## config.mk

```make
export PLATFORM = sky130hd
export DESIGN_NAME = ssp_tx_fifo_ctrl
export DESIGN_NICKNAME = d
export VERILOG_FILES = /design/src/rtl/ssp_tx_fifo_ctrl.sv
export SDC_FILE = /design/constraint.sdc
export NUM_CORES = 1
export LEC_CHECK = 0
export CORE_MARGIN = 1
export CORE_UTILIZATION = 46
export CTS_BUF_LIST = sky130_fd_sc_hd__clkbuf_16
export DETAILED_ROUTE_END_ITERATION = 16
export GPL_TIMING_DRIVEN = 0
export PLACE_DENSITY = 0.78
export REMOVE_ABC_BUFFERS = 1
export SETUP_SLACK_MARGIN = 0.5
export SLEW_MARGIN = 20
export SYNTH_ARGS = -nofsm -noshare
export SYNTH_HDL_FRONTEND = slang
export SYNTH_SLANG_ARGS = --single-unit
export TNS_END_PERCENT = 50
```

## constraint.sdc

```tcl
create_clock -name PCLK -period 3.75 [get_ports PCLK]
set_input_delay 0.75 -clock PCLK [delete_from_list [all_inputs] [get_ports PCLK]]
set_output_delay 0.75 -clock PCLK [all_outputs]
set_load 0.01 [all_outputs]
```

## src/rtl/ssp_tx_fifo_ctrl.sv

```systemverilog
// ---------------------------------------------------------------------------
// ssp_tx_fifo_ctrl
//   Pointer and flag controller for the SSP transmit FIFO register file
//   (2**ADDR_W entries, 16 bits wide). The register file itself lives
//   outside this block: it writes entry WrPtr when RegFileWrEn is high and
//   reads entry RdPtr combinationally.
//
// Optional build macro: SSP_TX_OVERFLOW_FLAG_EN
//   When defined, adds TxOvfClr (input) and TxOvf (sticky overflow output).
//
// Ports
//   PCLK, PRESETn  APB clock, asynchronous active-low reset
//   TxPushReq      APB write to the data register (1-cycle strobe)
//   TxPopReq       serial engine consumes the word on the read data bus
//   TxFifoClr      synchronous flush; wins over same-cycle push/pop
//   RegFileWrEn    register file write enable (accepted push)
//   WrPtr, RdPtr   register file write / read pointers
//   TxFCount       occupancy 0..2**ADDR_W
//   TxFEmpty       count == 0
//   TxFNotFull     count != 2**ADDR_W
//   TxIntLevel     count <= half depth (half-empty interrupt source)
//   TxOvfClr/TxOvf optional overflow clear / sticky flag
// ---------------------------------------------------------------------------
module ssp_tx_fifo_ctrl #(
  parameter int ADDR_W = 3
) (
  input  logic              PCLK,
  input  logic              PRESETn,
  input  logic              TxPushReq,
  input  logic              TxPopReq,
  input  logic              TxFifoClr,
  output logic              RegFileWrEn,
  output logic [ADDR_W-1:0] WrPtr,
  output logic [ADDR_W-1:0] RdPtr,
  output logic [ADDR_W:0]   TxFCount,
  output logic              TxFEmpty,
  output logic              TxFNotFull,
  output logic              TxIntLevel
`ifdef SSP_TX_OVERFLOW_FLAG_EN
  ,
  input  logic              TxOvfClr,
  output logic              TxOvf
`endif
);

  localparam logic [ADDR_W:0] DEPTH = {1'b1, {ADDR_W{1'b0}}};
  localparam logic [ADDR_W:0] HALF  = DEPTH >> 1;

  logic [ADDR_W-1:0] r_wr_ptr;
  logic [ADDR_W-1:0] r_rd_ptr;
  logic [ADDR_W:0]   r_count;

  logic w_empty;
  logic w_not_full;
  logic w_push_acc;
  logic w_pop_acc;

  // Status flags decode the registered count only, so acceptance never
  // depends on same-cycle activity (no fall-through on full or empty).
  assign w_empty    = (r_count == '0);
  assign w_not_full = (r_count != DEPTH);

  assign w_push_acc = TxPushReq & w_not_full & ~TxFifoClr;
  assign w_pop_acc  = TxPopReq  & ~w_empty   & ~TxFifoClr;

  always_ff @(posedge PCLK or negedge PRESETn) begin
    if (!PRESETn) begin
      r_wr_ptr <= '0;
      r_rd_ptr <= '0;
      r_count  <= '0;
    end else if (TxFifoClr) begin
      r_wr_ptr <= '0;
      r_rd_ptr <= '0;
      r_count  <= '0;
    end else begin
      // Pointers wrap naturally at 2**ADDR_W.
      if (w_push_acc) r_wr_ptr <= r_wr_ptr + ADDR_W'(1);
      if (w_pop_acc)  r_rd_ptr <= r_rd_ptr + ADDR_W'(1);
      case ({w_push_acc, w_pop_acc})
        2'b10:   r_count <= r_count + (ADDR_W+1)'(1);
        2'b01:   r_count <= r_count - (ADDR_W+1)'(1);
        default: r_count <= r_count;
      endcase
    end
  end

  // Gated by reset so no write can reach the register file while the
  // controller is held in reset with a push strobe still high.
  assign RegFileWrEn = w_push_acc & PRESETn;
  assign WrPtr       = r_wr_ptr;
  assign RdPtr       = r_rd_ptr;
  assign TxFCount    = r_count;
  assign TxFEmpty    = w_empty;
  assign TxFNotFull  = w_not_full;
  assign TxIntLevel  = (r_count <= HALF);

`ifdef SSP_TX_OVERFLOW_FLAG_EN
  logic r_ovf;
  logic w_ovf_set;

  // A dropped push (full, not being flushed) sets the sticky flag; set
  // beats clear when both occur in one cycle.
  assign w_ovf_set = TxPushReq & ~w_not_full & ~TxFifoClr;

  always_ff @(posedge PCLK or negedge PRESETn) begin
    if (!PRESETn)                    r_ovf <= 1'b0;
    else if (w_ovf_set)              r_ovf <= 1'b1;
    else if (TxOvfClr || TxFifoClr)  r_ovf <= 1'b0;
  end

  assign TxOvf = r_ovf;
`endif

endmodule

```

==> impl_metrics.xml <==
<?xml version="1.0" encoding="UTF-8"?>
<metrics>
  <group name="status">
    <metric name="result_of_the_run" unit="">finished clean</metric>
  </group>
  <group name="placed_design">
    <metric name="finalWeightedCongestion" unit="">0.6925</metric>
    <metric name="place_worst_setup_slack" unit="ns">0.5565</metric>
    <metric name="port_buffers" unit="">18</metric>
    <metric name="numPlacedInstances" unit="">95</metric>
  </group>
  <group name="power">
    <metric name="worst_vdd_rail_ir_drop" unit="uV">504.4</metric>
    <metric name="power.static_leakage" unit="uW">0.0004139</metric>
    <metric name="power" unit="uW">745.2</metric>
    <metric name="power_density" unit="nW/um^2">796.2</metric>
  </group>
  <group name="worst_setup_path">
    <metric name="critical_path_peak_fanout" unit="">8</metric>
    <metric name="path_cells" unit="">clkdlybuf4s50_1 -&gt; nand2_1 -&gt; nor3b_1 -&gt; clkdlybuf4s50_1</metric>
    <metric name="critPathMaxStageDelay" unit="ns">0.66</metric>
    <metric name="critPathRequiredTime" unit="ns">3.00</metric>
    <metric name="critical_path.endpoint_type" unit="">primary output</metric>
    <metric name="critical_path_most_common_cell" unit="">sky130_fd_sc_hd__clkdlybuf4s50_1</metric>
    <metric name="r2r_start" unit="">TxFCount[0]</metric>
    <metric name="cp.arrival" unit="ns">2.35</metric>
    <metric name="critical_path.endpoint" unit="">RegFileWrEn</metric>
    <metric name="timing.rr.end" unit="">TxFCount[3]</metric>
    <metric name="startpoint_type" unit="">input port</metric>
    <metric name="worstSetupPathType" unit="">input port to primary output</metric>
    <metric name="origin_of_the_worst_setup_path" unit="">TxPushReq</metric>
    <metric name="setup.reg_to_reg.worst_slack" unit="ns">0.74</metric>
    <metric name="r2r.worst_path.cells" unit="">8</metric>
    <metric name="slowest_stage" unit="">sky130_fd_sc_hd__clkdlybuf4s50_1</metric>
  </group>
  <group name="floorplan">
    <metric name="die-area" unit="sq um">1678</metric>
    <metric name="die_width" unit="um">40.96</metric>
    <metric name="floorplan.initialDensity" unit="%">51.71</metric>
    <metric name="design.portCount" unit="">19</metric>
    <metric name="core_outline_area" unit="sq um">1350</metric>
    <metric name="chipHeight" unit="um">40.96</metric>
    <metric name="core.rowCount" unit="">13</metric>
  </group>
  <group name="synthesis">
    <metric name="seq_area_frac_synth" unit="%">35.84</metric>
    <metric name="synth_cell_types" unit="">29</metric>
    <metric name="ys_warn_count" unit="">0</metric>
    <metric name="synthesis.area_per_instance" unit="sq um">10.42</metric>
    <metric name="ys_seq_elements" unit="">10</metric>
    <metric name="syn_inst" unit="">67</metric>
    <metric name="post_synth_instance_area" unit="sq um">698.2</metric>
  </group>
  <group name="global_routing">
    <metric name="grt_start_max_net_pins" unit="">15</metric>
    <metric name="grt_antenna_before_repair" unit="">0</metric>
    <metric name="total_routing_usage_gr" unit="%">22.61</metric>
    <metric name="first_global_vias" unit="">542</metric>
    <metric name="grt_first_pass_wirelength" unit="um">2435</metric>
    <metric name="grt-ovfl-total" unit="">0</metric>
  </group>
  <group name="worst_hold_path">
    <metric name="min-delay-path-class" unit="">flop to flop</metric>
  </group>
  <group name="layout">
    <metric name="commonest_non_fill_non_tap_cells_in_the_layout" unit="">sky130_fd_sc_hd__clkdlybuf4s50_1, sky130_fd_sc_hd__nor2_1, sky130_fd_sc_hd__dfrtp_1, sky130_fd_sc_hd__mux2i_1, sky130_fd_sc_hd__ha_1</metric>
    <metric name="final.fill_count" unit="">103</metric>
    <metric name="multi_input_area" unit="sq um">404.1</metric>
    <metric name="antenna_cells" unit="">0</metric>
    <metric name="mostFrequentLayoutCell" unit="">sky130_fd_sc_hd__clkdlybuf4s50_1</metric>
    <metric name="synthToLayoutAreaGrowth" unit="%">34.05</metric>
    <metric name="layout-drive-gt1-share" unit="%">8.333</metric>
    <metric name="layout.nets" unit="">95</metric>
    <metric name="register_area" unit="sq um">250.2</metric>
    <metric name="post-route-util" unit="%">69.32</metric>
    <metric name="final_cells" unit="">99</metric>
  </group>
  <group name="timing">
    <metric name="timing.final.ws_setup" unit="ns">0.6452</metric>
    <metric name="rsz0062_at_grt" unit="">no</metric>
    <metric name="final_setup_violation_count" unit="">0</metric>
    <metric name="highest_clock_rate" unit="GHz">0.3221</metric>
    <metric name="skew" unit="ns">0.001356</metric>
    <metric name="timing_hold_violations_final" unit="">0</metric>
    <metric name="worst_slew_pin_slew" unit="ns">0.5207</metric>
    <metric name="slew_headroom" unit="%">65.18</metric>
    <metric name="fin_crit_share" unit="%">82.80</metric>
    <metric name="tns" unit="ns">0</metric>
    <metric name="layout_min_cycle_time" unit="ns">3.105</metric>
    <metric name="final_max_slew_viol_count" unit="">0</metric>
  </group>
  <group name="route">
    <metric name="drt_iter0_markers" unit="">6</metric>
    <metric name="detail_route.wl_per_cell" unit="um">14.49</metric>
    <metric name="vias" unit="">545</metric>
    <metric name="route.detailed.vias_per_inst" unit="">5.505</metric>
    <metric name="dr.pass1.iters" unit="">4</metric>
    <metric name="wl" unit="um">1435</metric>
    <metric name="remaining_drc_errors" unit="">0</metric>
    <metric name="antenna_left" unit="">0</metric>
  </group>
  <group name="run">
    <metric name="maxCapViolations" unit="">0</metric>
  </group>
  <group name="clocking">
    <metric name="cts_post_setup_buffers_inserted" unit="">0</metric>
    <metric name="cts.reportedPaths.clkPinSlew" unit="ns">0.04</metric>
    <metric name="cts.sinks" unit="">10</metric>
    <metric name="cts_buffer_depth" unit="">2</metric>
    <metric name="ctsHtreeMaxLevel" unit="">1</metric>
    <metric name="tritoncts.num_buffers" unit="">3</metric>
    <metric name="worst_skew_pair.late_latency" unit="ns">0.23</metric>
    <metric name="root_buffer_cell" unit="">sky130_fd_sc_hd__clkbuf_16</metric>
    <metric name="cts_hold_repair.buffers" unit="">0</metric>
    <metric name="tritoncts" unit="">done</metric>
  </group>
</metrics>
[registers in the layout, indices dropped and copies added (netlist names)]
signal,flops
RdPtr,3
TxFCount,4
WrPtr,3
[worst min-delay path by stage]
| stage | startpoint | endpoint | slack [ns] | depth (start not counted) |
|---|---|---|---|---|
| final | RdPtr[2] | RdPtr[2] | 0.54 | 2 |
| after detailed placement | RdPtr[2] | RdPtr[2] | 0.54 | 2 |
| after global routing | WrPtr[2] | WrPtr[2] | 0.59 | 2 |
| after global placement | WrPtr[2] | WrPtr[2] | 0.52 | 2 |
| after CTS | RdPtr[2] | RdPtr[2] | 0.55 | 2 |
| after floorplan | PRESETn | RdPtr[0] | 0.45 | 0 |
[timing repair]
action,4_1_cts,5_1_grt
endpoints found under the setup margin,0,1
gates resized for setup,0,1
endpoints found under the hold margin,0,0
[synthesized netlist by cell type]
cell type	instances	area, sq um
sky130_fd_sc_hd__a2111oi_0	1	8.760
sky130_fd_sc_hd__a211oi_1	2	15.01
sky130_fd_sc_hd__a211oi_2	1	12.51
sky130_fd_sc_hd__a21o_1	1	7.510
sky130_fd_sc_hd__a21oi_1	2	10.01
sky130_fd_sc_hd__a21oi_2	1	8.760
sky130_fd_sc_hd__buf_6	3	33.78
sky130_fd_sc_hd__clkbuf_1	2	7.510
sky130_fd_sc_hd__dfrtp_1	10	250.2
sky130_fd_sc_hd__fa_1	1	20.02
sky130_fd_sc_hd__ha_1	4	50.05
sky130_fd_sc_hd__inv_1	1	3.750
sky130_fd_sc_hd__mux2i_1	4	40.04
sky130_fd_sc_hd__nand2_1	2	7.510
sky130_fd_sc_hd__nand2b_1	1	6.260
sky130_fd_sc_hd__nand3_1	2	10.01
sky130_fd_sc_hd__nand3_2	1	10.01
sky130_fd_sc_hd__nor2_1	11	41.29
sky130_fd_sc_hd__nor2b_1	1	6.260
sky130_fd_sc_hd__nor3_1	1	5.000
sky130_fd_sc_hd__nor3b_1	2	15.01
sky130_fd_sc_hd__nor4_1	2	12.51
sky130_fd_sc_hd__o21a_1	1	7.510
sky130_fd_sc_hd__o311a_1	1	10.01
sky130_fd_sc_hd__o41ai_4	1	27.53
sky130_fd_sc_hd__or3b_1	1	8.760
sky130_fd_sc_hd__or4b_1	1	10.01
sky130_fd_sc_hd__xnor2_1	3	26.28
sky130_fd_sc_hd__xor2_1	3	26.28
[metrics by stage]
stage	hold slack [ns]	area, sq um
final	0.5420	935.9
after detailed placement	0.5416	855.8
after global placement	0.5244	855.8
after floorplan	0.4544	656.9
after global routing	0.5882	935.9
after CTS	0.5504	934.6
[critical path, delay by kind of cell]
kind / cells / cell delay [ns]
buf+inv: 2 / 1.23
simple gates: 2 / 0.38
[cell families (layout without fill, tap and decap cells)]
| family | Yosys count | count (layout) | share of synthesized area [%] |
|---|---|---|---|
| and+or+nand+nor | 25 | 25 | 19.00 |
| AOI/OAI and AO/OA | 11 | 11 | 15.41 |
| DFF | 10 | 10 | 35.84 |
| xor gates and xnor gates | 6 | 6 | 7.528 |
| buffers and inverters | 6 | 23 | 6.451 |
| adders and majority gates | 5 | 5 | 10.04 |
| muxes | 4 | 4 | 5.735 |
[area by class of cell]
class	count	share of cell area (%)
flip-flops and latches	10	26.74
clock inverters	1	0.4011
inverters	1	0.4011
repair buffers	18	19.25
clock buffers	3	8.021
well taps	15	2.005
multi-input cells	51	43.18
[metal layers]
metal / share of wire (%) / global-route usage, % / routed length [um] / vias to the layer above
li1: - / - / - / 274
met3: 3.6 / 3.261 / 52 / 2
met4: 1.4 / 12.50 / 20 / 0
met2: 48 / 37.89 / 694 / 13
met5: 0 / 0 / 0 / -
met1: 46 / 27.36 / 667 / 256
[where the power goes]
part,internal (uW),leakage [uW],switching [uW],total [uW]
sequential,138,0.000135,75.5,213
combinational,193,0.000241,149,343
clock,140,0.0000385,49.4,189
total,471,0.000414,274,745
No activity file was read; power rests on OpenSTA's default activity.
